`src/rtl/dram_read_arbiter_if.sv`:
```
// dram_read_arbiter_if: per-engine read request/data lanes plus the shared AXI read port
interface dram_read_arbiter_if #(
  parameter int NUM_PORTS       = 4,
  parameter int MAX_OUTSTANDING = 8
);
  logic [6*NUM_PORTS-1:0]            req_rd_id_in;
  logic [32*NUM_PORTS-1:0]           req_rd_addr_in;
  logic [8*NUM_PORTS-1:0]            req_rd_len_in;
  logic [NUM_PORTS-1:0]              req_rd_info_valid_in;
  logic [NUM_PORTS-1:0]              req_rd_info_rdy_out;
  logic [255:0]                      req_rd_data_out;
  logic [NUM_PORTS-1:0]              req_rd_data_valid_out;
  logic [NUM_PORTS-1:0]              req_rd_data_rdy_in;
  logic [5:0]                        rd_id_out;
  logic [31:0]                       rd_addr_out;
  logic [7:0]                        rd_len_out;
  logic                              rd_info_valid_out;
  logic                              rd_info_rdy_in;
  logic [255:0]                      rd_data_in;
  logic                              rd_data_valid_in;
  logic                              rd_data_rdy_out;
  logic [$clog2(MAX_OUTSTANDING):0]  outstanding_cnt_out;
  modport master (
    input  req_rd_id_in, req_rd_addr_in, req_rd_len_in, req_rd_info_valid_in, req_rd_data_rdy_in,
           rd_info_rdy_in, rd_data_in, rd_data_valid_in,
    output req_rd_info_rdy_out, req_rd_data_out, req_rd_data_valid_out,
           rd_id_out, rd_addr_out, rd_len_out, rd_info_valid_out, rd_data_rdy_out, outstanding_cnt_out
  );
  modport slave (
    output req_rd_id_in, req_rd_addr_in, req_rd_len_in, req_rd_info_valid_in, req_rd_data_rdy_in,
           rd_info_rdy_in, rd_data_in, rd_data_valid_in,
    input  req_rd_info_rdy_out, req_rd_data_out, req_rd_data_valid_out,
           rd_id_out, rd_addr_out, rd_len_out, rd_info_valid_out, rd_data_rdy_out, outstanding_cnt_out
  );
endinterface

```
`src/rtl/dram_read_arbiter.sv`:
```
// dram_read_arbiter: round-robin sharing of one AXI read port with in-order data steering
module dram_read_arbiter #(
  parameter int NUM_PORTS       = 4,
  parameter int MAX_OUTSTANDING = 8
) (
  input logic clk,
  input logic rst,
  dram_read_arbiter_if.master bus
);
  localparam int PW = $clog2(NUM_PORTS);
  localparam int AW = $clog2(MAX_OUTSTANDING);
  typedef enum logic {IDLE, ISSUE} state_t;
  state_t state;
  logic [PW-1:0] grant, last_grant, win, idx, head_port;
  logic found, empty, full, push, pop, beat;
  logic [PW-1:0] port_q [MAX_OUTSTANDING];
  logic [7:0] len_q [MAX_OUTSTANDING];
  logic [AW-1:0] wr_ptr, rd_ptr;
  logic [AW:0] cnt;
  logic [7:0] beat_cnt, head_len;
  assign empty = cnt == '0;
  assign full = cnt == (AW+1)'(MAX_OUTSTANDING);
  assign head_port = port_q[rd_ptr];
  assign head_len = len_q[rd_ptr];
  assign push = state == ISSUE && bus.rd_info_rdy_in;
  assign beat = bus.rd_data_valid_in && bus.rd_data_rdy_out;
  assign pop = beat && beat_cnt == head_len;
  assign bus.rd_data_rdy_out = !empty && bus.req_rd_data_rdy_in[head_port];
  assign bus.req_rd_data_out = bus.rd_data_in;
  assign bus.outstanding_cnt_out = cnt;
  // Round-robin pick: first valid port after the last granted one
  always_comb begin
    found = 1'b0;
    win = '0;
    idx = '0;
    for (int i = 1; i <= NUM_PORTS; i++) begin
      idx = PW'((int'(last_grant) + i) % NUM_PORTS);
      if (!found && bus.req_rd_info_valid_in[idx]) begin
        found = 1'b1;
        win = idx;
      end
    end
  end
  // Steer accept pulse and data valid to the owning requester only
  always_comb begin
    bus.req_rd_info_rdy_out = '0;
    bus.req_rd_info_rdy_out[grant] = push;
    bus.req_rd_data_valid_out = '0;
    bus.req_rd_data_valid_out[head_port] = bus.rd_data_valid_in && !empty;
  end
  // Address FSM, outstanding-burst FIFO and beat counter
  always_ff @(posedge clk) begin
    if (!rst) begin
      state <= IDLE;
      grant <= '0;
      last_grant <= PW'(NUM_PORTS - 1);
      bus.rd_info_valid_out <= 1'b0;
      bus.rd_id_out <= '0;
      bus.rd_addr_out <= '0;
      bus.rd_len_out <= '0;
      wr_ptr <= '0;
      rd_ptr <= '0;
      cnt <= '0;
      beat_cnt <= '0;
    end else begin
      if (state == IDLE) begin
        if (found && !full) begin
          state <= ISSUE;
          grant <= win;
          bus.rd_info_valid_out <= 1'b1;
          bus.rd_id_out <= bus.req_rd_id_in[int'(win)*6 +: 6];
          bus.rd_addr_out <= bus.req_rd_addr_in[int'(win)*32 +: 32];
          bus.rd_len_out <= bus.req_rd_len_in[int'(win)*8 +: 8];
        end
      end else if (push) begin
        state <= IDLE;
        bus.rd_info_valid_out <= 1'b0;
        last_grant <= grant;
        port_q[wr_ptr] <= grant;
        len_q[wr_ptr] <= bus.rd_len_out;
        wr_ptr <= wr_ptr + AW'(1);
      end
      if (beat) beat_cnt <= pop ? '0 : beat_cnt + 8'd1;
      if (pop) rd_ptr <= rd_ptr + AW'(1);
      cnt <= cnt + (AW+1)'(push) - (AW+1)'(pop);
    end
  end
endmodule

```
`src/flat_wrapper.sv`:
```
// flat-port wrapper written by rule: the top's interface ports become plain ports
module dram_read_arbiter_flat 
#(
  parameter int NUM_PORTS       = 4,
  parameter int MAX_OUTSTANDING = 8
)
  (clk, rst, bus_req_rd_id_in, bus_req_rd_addr_in, bus_req_rd_len_in, bus_req_rd_info_valid_in, bus_req_rd_data_rdy_in, bus_rd_info_rdy_in, bus_rd_data_in, bus_rd_data_valid_in, bus_req_rd_info_rdy_out, bus_req_rd_data_out, bus_req_rd_data_valid_out, bus_rd_id_out, bus_rd_addr_out, bus_rd_len_out, bus_rd_info_valid_out, bus_rd_data_rdy_out, bus_outstanding_cnt_out);
  dram_read_arbiter_if #(.NUM_PORTS(NUM_PORTS), .MAX_OUTSTANDING(MAX_OUTSTANDING)) bus_i ();
  input logic clk;
  input logic rst;
  input wire logic [$bits(bus_i.req_rd_id_in)-1:0] bus_req_rd_id_in;
  input wire logic [$bits(bus_i.req_rd_addr_in)-1:0] bus_req_rd_addr_in;
  input wire logic [$bits(bus_i.req_rd_len_in)-1:0] bus_req_rd_len_in;
  input wire logic [$bits(bus_i.req_rd_info_valid_in)-1:0] bus_req_rd_info_valid_in;
  input wire logic [$bits(bus_i.req_rd_data_rdy_in)-1:0] bus_req_rd_data_rdy_in;
  input wire logic [$bits(bus_i.rd_info_rdy_in)-1:0] bus_rd_info_rdy_in;
  input wire logic [$bits(bus_i.rd_data_in)-1:0] bus_rd_data_in;
  input wire logic [$bits(bus_i.rd_data_valid_in)-1:0] bus_rd_data_valid_in;
  output wire logic [$bits(bus_i.req_rd_info_rdy_out)-1:0] bus_req_rd_info_rdy_out;
  output wire logic [$bits(bus_i.req_rd_data_out)-1:0] bus_req_rd_data_out;
  output wire logic [$bits(bus_i.req_rd_data_valid_out)-1:0] bus_req_rd_data_valid_out;
  output wire logic [$bits(bus_i.rd_id_out)-1:0] bus_rd_id_out;
  output wire logic [$bits(bus_i.rd_addr_out)-1:0] bus_rd_addr_out;
  output wire logic [$bits(bus_i.rd_len_out)-1:0] bus_rd_len_out;
  output wire logic [$bits(bus_i.rd_info_valid_out)-1:0] bus_rd_info_valid_out;
  output wire logic [$bits(bus_i.rd_data_rdy_out)-1:0] bus_rd_data_rdy_out;
  output wire logic [$bits(bus_i.outstanding_cnt_out)-1:0] bus_outstanding_cnt_out;
  assign bus_i.req_rd_id_in = bus_req_rd_id_in;
  assign bus_i.req_rd_addr_in = bus_req_rd_addr_in;
  assign bus_i.req_rd_len_in = bus_req_rd_len_in;
  assign bus_i.req_rd_info_valid_in = bus_req_rd_info_valid_in;
  assign bus_i.req_rd_data_rdy_in = bus_req_rd_data_rdy_in;
  assign bus_i.rd_info_rdy_in = bus_rd_info_rdy_in;
  assign bus_i.rd_data_in = bus_rd_data_in;
  assign bus_i.rd_data_valid_in = bus_rd_data_valid_in;
  assign bus_req_rd_info_rdy_out = bus_i.req_rd_info_rdy_out;
  assign bus_req_rd_data_out = bus_i.req_rd_data_out;
  assign bus_req_rd_data_valid_out = bus_i.req_rd_data_valid_out;
  assign bus_rd_id_out = bus_i.rd_id_out;
  assign bus_rd_addr_out = bus_i.rd_addr_out;
  assign bus_rd_len_out = bus_i.rd_len_out;
  assign bus_rd_info_valid_out = bus_i.rd_info_valid_out;
  assign bus_rd_data_rdy_out = bus_i.rd_data_rdy_out;
  assign bus_outstanding_cnt_out = bus_i.outstanding_cnt_out;
  dram_read_arbiter #(.NUM_PORTS(NUM_PORTS), .MAX_OUTSTANDING(MAX_OUTSTANDING)) u_core (.clk(clk), .rst(rst), .bus(bus_i));
endmodule
```
`config.mk`:
```
export PLATFORM = sky130hd
export DESIGN_NAME = dram_read_arbiter_flat
export DESIGN_NICKNAME = d
export VERILOG_FILES = /design/src/rtl/dram_read_arbiter_if.sv /design/src/rtl/dram_read_arbiter.sv /design/src/flat_wrapper.sv
export SDC_FILE = /design/constraint.sdc
export NUM_CORES = 1
export LEC_CHECK = 0
export CELL_PAD_IN_SITES_DETAIL_PLACEMENT = 0
export CELL_PAD_IN_SITES_GLOBAL_PLACEMENT = 1
export CORE_AREA = 2 2 299 301
export CTS_BUF_LIST = sky130_fd_sc_hd__clkbuf_2
export DETAILED_ROUTE_END_ITERATION = 8
export DIE_AREA = 0 0 301 303
export PLACE_DENSITY = 0.51
export SKIP_LAST_GASP = 1
export SYNTH_ARGS = -nofsm -noshare
export SYNTH_HDL_FRONTEND = slang
export SYNTH_SLANG_ARGS = --single-unit
```
`constraint.sdc`:
```
create_clock -name clk -period 3.47 [get_ports clk]
set_input_delay 0.347 -clock clk [delete_from_list [all_inputs] [get_ports clk]]
set_output_delay 0.347 -clock clk [all_outputs]
set_load 0.05 [all_outputs]
```
# Yosys cells after proc, flatten, opt, wreduce, memory -nomap -nowiden
# Memories as Yosys holds them, arrays and structs flattened. A register that Yosys moved wholly into a read port is not among the register bits.
# Cells that the tools add are included.
[word_totals]
regBits = 70
latch_bits = 0
ramBits = 80
romBits = 0
elab_cells = 98
mem_count = 2
[classes]
addsub = 9
mul = 1
n_div = 0
n_lt_le_gt_ge = 8
eq_ne = 3
n_shift = 3
muxes = 37
n_bitwise = 3
reduce_logical = 21
[memory_table]
columns = ["name", "words", "width", "rd", "rd_ports_with_merged_regs", "wr", "line_no", "text"]
rows = [
  ["u_core.len_q", 8, 8, 1, 1, 1, "dram_read_arbiter.sv:17", "logic [7:0] len_q [MAX_OUTSTANDING];"],
  ["u_core.port_q", 8, 2, 1, 1, 1, "dram_read_arbiter.sv:16", "logic [PW-1:0] port_q [MAX_OUTSTANDING];"],
]
[ops]
columns = ["operator", "count"]
rows = [
  ["$shiftx A128 B8 Y32", 1],
  ["$shiftx A24 B32 Y6", 1],
  ["$shiftx A32 B6 Y8", 1],
  ["$mux W1", 21],
  ["$lt A2 B3 Y1 const B", 6],
  ["$mux W3", 4],
  ["$logic_and A1 B1 Y1", 11],
  ["$bmux W1 S2", 5],
  ["$add A8 B1 Y8 const B", 1],
  ["$and A4 B4 Y4", 2],
  ["$eq A8 B8 Y1", 1],
  ["$mux W2", 4],
  ["$mux W8", 1],
  ["$add A3 B1 Y3 const B", 2],
  ["$reduce_and A2 Y1", 3],
  ["$logic_not A1 Y1", 5],
  ["$add A2 B1 Y2 const B", 2],
  ["$add A2 B2 Y2 const B", 2],
  ["$add A4 B1 Y4", 1],
  ["$demux W1 S2", 2],
  ["$eq A4 B4 Y1 const B", 1],
  ["$ge A2 B1 Y1 const B", 2],
  ["$logic_not A4 Y1", 1],
  ["$mul A2 B2 Y4 const B", 1],
  ["4 further kinds", 4],
]

# Depth between registers and ports, before layout
# Gate-level depths: netlist of the first run.
[logic_depth]
word_depth = 16
ltp_mapped = 16
mapped_depth_nobuf = 13

# Least setup slack after synthesis of the first run
# No wires, ideal clock.
[synth_timing]
path_type = "reg2reg"
start = "register (tool-made name)"
end = "register u_core.cnt[2], in the netlist u_core.bus.outstanding_cnt_out[2]"
setup_ps = 115
t_arrival_ps = 3411
required_time_ps = 3355
slack_ps = -56
stages_incl_launch_ff = 17
cell_sequence = "dfxtp_1 buf_2 buf_2 mux4_2 mux2i_1 xor2_1 o21ai_1 nor4_2 and2_4 buf_6 ha_1 inv_1 ha_1 inv_1 fa_1 xnor2_1 and2_1"
[synth_lines]
columns = ["item", "line_no", "text"]
rows = [
  ["to (signal assigned)", "dram_read_arbiter.sv:85", "cnt <= cnt + (AW+1)'(push) - (AW+1)'(pop);"],
  ["to (decl)", "dram_read_arbiter.sv:19", "logic [AW:0] cnt;"],
]

==> results of run 1 <==
-- logic make-up (layout without fill, tap and decap cells) --
logic type / Yosys count / in the layout / share of synthesized area, %
other: 0 / 7 / 0
AO/OA/AOI/OAI: 85 / 85 / 6.42
multiplexers: 40 / 40 / 5.63
flip-flops: 153 / 153 / 40.3
AND/OR/NAND/NOR: 467 / 467 / 22.1
adder cells (fa/ha/maj): 10 / 10 / 1.38
buffers and inverters: 324 / 471 / 23.0
XOR/XNOR: 12 / 12 / 1.10
-- power breakdown --
part	total, uW	switching [uW]	internal (uW)
registers	2250	150	2100
clock network	1230	920	310
logic	2360	1320	1040
-- sequential cells by signal, summed over array words and instances (netlist names), 4 cells and up, named ones only --
name / flops
u_core.len_q: 64
u_core.bus.outstanding_cnt_out: 4
u_core.bus.rd_addr_out: 32
u_core.bus.rd_len_out: 8
u_core.beat_cnt: 8
u_core.bus.rd_id_out: 6
u_core.port_q: 16
-- layout make-up --
type / instances / area (um2)
flip-flops and latches: 153 / 3870
multi-input cells: 614 / 3570
inverters: 10 / 37.5
well taps: 1165 / 1460
fillers: 9963 / 74500
clock buffers: 17 / 85.1
clock inverters: 15 / 180
diodes: 7 / 17.5
repair buffers: 429 / 4260
-- stage by stage --
stage               total power [uW]  TNS, ns
floorplan                       4130        0
finish                          5830        0
global placement                4270        0
global route                    6230   -0.317
CTS                             5990   -0.310
detailed placement              4280        0
-- critical path, delay by kind of cell (launching register included) --
kind            cells  cell delay (ns)
buf+inv             1             0.16
flops               1             0.46
compound gates      1             0.15
mux                 3             1.27
-- timing repair --
action / CTS / global route
setup endpoints to repair: 8 / 27
pin swaps: 0 / 0
gates resized for setup: 28 / 11
buffers inserted: 4 / 4
hold buffers: 137 / 0
hold endpoints to repair: 73 / 0
-- how the worst max path moves through the flow --
stage	end	slack, ns	depth (start not counted)
floorplan	u_core.bus.outstanding_cnt_out[2]	0.03	15
global placement	u_core.bus.outstanding_cnt_out[2]	0.09	12
detailed placement	u_core.bus.outstanding_cnt_out[2]	0.02	12
CTS	bus_rd_data_rdy_out	-0.1	5
global route	bus_rd_data_rdy_out	-0.14	5
finish	bus_rd_data_rdy_out	0.11	5
-- metal layers --
layer | global-route usage [%] | vias up | wire length, um
met5 | 0.776 | - | 116
li1 | - | 3694 | -
met4 | 5.47 | 6 | 2350
met2 | 15.8 | 553 | 21700
met3 | 12.8 | 102 | 12500
met1 | 9.66 | 3789 | 16400
-- cells in the mapped netlist, drive strengths merged (3+ instances only) --
| cell type | number | share of area [%] |
|---|---|---|
| clkbuf | 43 | 1.7 |
| mux2i | 22 | 2.3 |
| mux4 | 10 | 2.4 |
| and3 | 6 | 0.39 |
| o22ai | 3 | 0.20 |
| a21boi | 53 | 4.2 |
| inv | 9 | 0.35 |
| dfxtp | 73 | 15 |
| nand2 | 253 | 9.9 |
| nor3 | 4 | 0.21 |
| nand3 | 144 | 7.5 |
| nor2 | 15 | 0.59 |
| and2 | 11 | 0.77 |
| a22oi | 8 | 0.63 |
| a21oi | 9 | 0.47 |
| ha | 9 | 1.2 |
| nand4 | 3 | 0.20 |
| edfxtp | 80 | 25 |
| nand2b | 9 | 0.59 |
| mux2 | 8 | 0.98 |
| xnor2 | 5 | 0.46 |
| buf | 271 | 21 |
| nor3b | 6 | 0.73 |
| nor2b | 6 | 0.39 |
| xor2 | 7 | 0.64 |
==> flow_summary.toml, run 1 <==
[status]
status = "completed"

[placed_design]
dp_hpwl_um = 42200
placed_area_um2 = 11700
pre_cts_ws_ns = 0.0244
place_inst = 2226
port_buffers = 255
place.gp.congestion = 0.825

[grt]
grt_overflow_total = 0
grt_pass1_wl_um = 68300
grt_pass1_vias = 7989
grt_start_max_net_pins = 59
grt_use_total_pct = 11.2
antenna_found_initial = 3

[drt]
drtAntennaViolNets = 0
wl_per_cell_um = 22.0
drtIter0Drc = 434
wirelength_um = 53000
vias = 8144
viasPerCell = 3.38
drtPass1Iterations = 5
drc = 0

[layout]
area_growth_pct = 40.6
final_common_cell = "nand2_1"
utilization_pct = 15.3
mostFrequentLayoutCells = "nand2_1 (253), clkdlybuf4s50_1 (246), nand3_1 (144), dlygate4sd3_1 (137), edfxtp_1 (80)"
stdcell_area_um2 = 13500
finalNonFillerCells = 2410
drive_gt1_share_pct = 9.21
nNetsFinal = 1687

[floorplanning]
die_w_um = 301
rows = 109
ios = 768
dieArea_um2 = 91200
core_area_um2 = 88000
die_h_um = 303
initial_utilization_pct = 10.9

[critical_path]
worstSetupStartpointType = "flop"
worst-path-max-fanout = 6
crit_slowest_cell = "mux4_2"
slowest_delay_ns = 0.52
worst_ep_arrival_time_ns = 3.01
reg2reg_depth = 13
crit_type = "flop to output port"
end_kind = "output port"
path_common_cell = "mux4_2"
r2r_setup_slack_ns = 0.12
r2r_end = "u_core.bus.outstanding_cnt_out[2]"
required_ns = 3.12
cp_cell_sequence = "mux2_4 -> mux4_2 -> mux4_2 -> a21boi_1 -> buf_6"

[timing]
grt_setup_unrepaired = "yes"
fin_skew_ns = 0.0678
finalSetupViolCount = 0
max_freq_ghz = 0.298
hold_ws_ns = 0.257
timing.final.crit_share_pct = 96.7
period_needed_ns = 3.36
fin_ws_ns = 0.114
drv_slew = 0
worst_pin_slew_ns = 0.789
hold_violations = 0
slew_headroom_pct = 47.4

[yosys]
avgSynthCellArea_um2 = 8.78
synth_area_um2 = 9580
synthCells = 1091
yosysWarnings = 0
ys_seq_area_share_pct = 40.3
ys.flop_type = "edfxtp_1"
yosysUniqueCellTypes = 53
synthArstFlopShare_pct = 0
ys_ff_latch = 153
synth_edf_count = 80
syn_nets = 1553

[clocking]
clock_sink_count = 153
clk_latency_ns = 1.01
clk_root_buffer_cell = "clkbuf_2"
clk_path_buf_depth = 2
path_clk_slew_ns = 0.30
cts_made_buffers = 17
cts_tree = "built"
htreeDepth = 4

[power]
p_leak_uw = 0.00460
peakVddDrop_mv = 0.205
power.density_nw_per_um2 = 433

[job]
maxCapViolCount = 0

[worst_hold_path]
hold-path-endpoint = "u_core.bus.rd_id_out[5]"
holdPathStages = 5
hold_class = "input pin to flop"
hp-start = "bus_req_rd_id_in[11]"
No activity file was read; power rests on OpenSTA's default activity.
==> run 2, diff against run 1 <==
CELL_PAD_IN_SITES_DETAIL_PLACEMENT = 2   (was 0)
CELL_PAD_IN_SITES_GLOBAL_PLACEMENT = 2   (was 1)
CORE_AREA = 2 2 296 298   (was 2 2 299 301)
DIE_AREA = 0 0 298 300   (was 0 0 301 303)
PLACE_DENSITY = 0.63   (was 0.51)
==> run 2 against run 1 <==
Against the previous run:
- the flow now finishes with violations (setup timing)
- sequential share of layout area decreased by 0.42 points
- total power increased by 2.1%
- via count increased by 3.4%
- critical path depth increased by 9
- clock power about the same
- worst setup slack got worse by 0.16 ns
- utilization increased by 0.55 points
- largest cell class unchanged
==> flow_summary.toml, run 2 (synthesis results as in run 1) <==
[layout]
final_common_cell = "nand2_1"
top_register = "u_core.len_q"
mostFrequentLayoutCells = "nand2_1 (253), clkdlybuf4s50_1 (246), nand3_1 (144), dlygate4sd3_1 (141), edfxtp_1 (80)"
nNetsFinal = 1704
stdcell_area_um2 = 13700
top_regs = "u_core.len_q (64), u_core.bus.rd_addr_out (32), u_core.port_q (16)"
utilization_pct = 15.9
finalNonFillerCells = 2414
drive_gt1_share_pct = 10.7
area_growth_pct = 42.8
fillerInstances = 10100
largest_reg_flops = 64

[drt]
vias = 8420
drtAntennaViolNets = 0
wl_per_cell_um = 19.7
drtPass1Iterations = 4
drtIter0Drc = 352
wirelength_um = 47600
drc = 0
viasPerCell = 3.49

[clocking]
clk_latency_ns = 1.06
path_clk_slew_ns = 0.28
clk_root_buffer_cell = "clkbuf_2"
clk_path_buf_depth = 2
htreeDepth = 4
clock_sink_count = 153
cts_made_buffers = 17
cts_tree = "built"

[timing]
max_freq_ghz = 0.284
grt_setup_unrepaired = "yes"
fin_tns_setup_ns = -0.0495
fin_ws_ns = -0.0495
finalSetupViolCount = 1
timing.final.crit_share_pct = 101
worst_pin_slew_ns = 0.902
slew_headroom_pct = 39.7
period_needed_ns = 3.52
hold_violations = 0
drv_slew = 0
fin_skew_ns = 0.124

[grt]
grt_start_max_net_pins = 70
antenna_found_initial = 8
grt_use_total_pct = 10.1
grt_overflow_total = 0
grt_pass1_wl_um = 64300
grt_pass1_vias = 9299

[power]
power.density_nw_per_um2 = 435
peakVddDrop_mv = 0.193
total_power_uw = 5960
p_leak_uw = 0.00469

[critical_path]
worstSetupStartpointType = "flop"
required_ns = 4.35
worst_ep_arrival_time_ns = 4.40
crit_type = "flop to flop"
worst-path-max-fanout = 5
end_kind = "flop"

[worst_hold_path]
hold_class = "input pin to flop"

[placed_design]
place.gp.congestion = 0.756
placed_area_um2 = 11800
dp_hpwl_um = 34000
place_inst = 2226
port_buffers = 255

[floorplanning]
dieArea_um2 = 89400
core_area_um2 = 86200
rows = 108
die_h_um = 300
die_w_um = 298
initial_utilization_pct = 11.1
ios = 768

[status]
failed_checks = "setup timing"
status = "complete, but fails checks"

[job]
maxCapViolCount = 0
[run 2: area by class of cell]
type	instances	area, um2	share of cell area (%)
flip-flops and latches	153	3870	28.3
inverters	10	37.5	0.274
well taps	1155	1450	10.6
multi-input cells	615	3640	26.6
repair buffers	445	4430	32.4
clock inverters	15	156	1.14
diodes	4	10.0	0.0732
clock buffers	17	85.1	0.622
[run 2: per-layer routing]
layer / routed length, um / vias up / track usage, %
li1: - / 3721 / -
met1: 19000 / 4113 / 11.3
met2: 22000 / 475 / 15.9
met3: 4910 / 97 / 5.01
met4: 1370 / 14 / 4.34
met5: 327 / - / 2.70
[run 2: repair_timing]
item / in CTS / in global routing
endpoints found under the hold margin: 73 / 0
gates cloned: 0 / 2
buffers inserted: 2 / 7
hold buffers: 141 / 0
pin swaps: 0 / 6
endpoints found under the setup margin: 11 / 17
gates resized for setup: 34 / 23
[run 2: where the power goes]
group          leakage, uW  switching [uW]  internal [uW]
logic              0.00321            1440           1060
registers          0.00134             166           2100
clock network     0.000146             904            294
[run 2: path summary, 6_finish.rpt]
| path | start | endpoint | slack, ns | cells past startpoint |
|---|---|---|---|---|
| setup / recovery | flop | u_core.bus.outstanding_cnt_out[2] | -0.05 | 14 |
| hold / removal | bus_req_rd_len_in[10] | u_core.bus.rd_len_out[2] | 0.19 | 5 |
| setup reg to reg | flop | u_core.bus.outstanding_cnt_out[2] | -0.05 | 14 |
| hold reg to reg | u_core.bus.rd_addr_out[24] | u_core.bus.rd_addr_out[24] | 0.49 | 2 |
[run 2: worst max-delay path: stages (launching register included)]
cell and delay (ns):
dfxtp_4 0.47, mux2_4 0.30, mux4_2 0.52, mux4_2 0.47
buf_4 0.15, buf_6 0.10, and2_4 0.15, and2_4 0.16
ha_4 0.21, inv_2 0.06, ha_4 0.13, inv_2 0.04
fa_2 0.37, xnor2_2 0.14, and2_1 0.15
[run 2: through the flow]
step                      hold slack (ns)  setup WS (ns)
after floorplan                     0.449         0.0341
after global placement              0.452         0.0654
after detailed placement            0.465        -0.0465
after CTS                         0.00382         -0.148
after global routing               0.0386         -0.204
final                               0.188        -0.0495
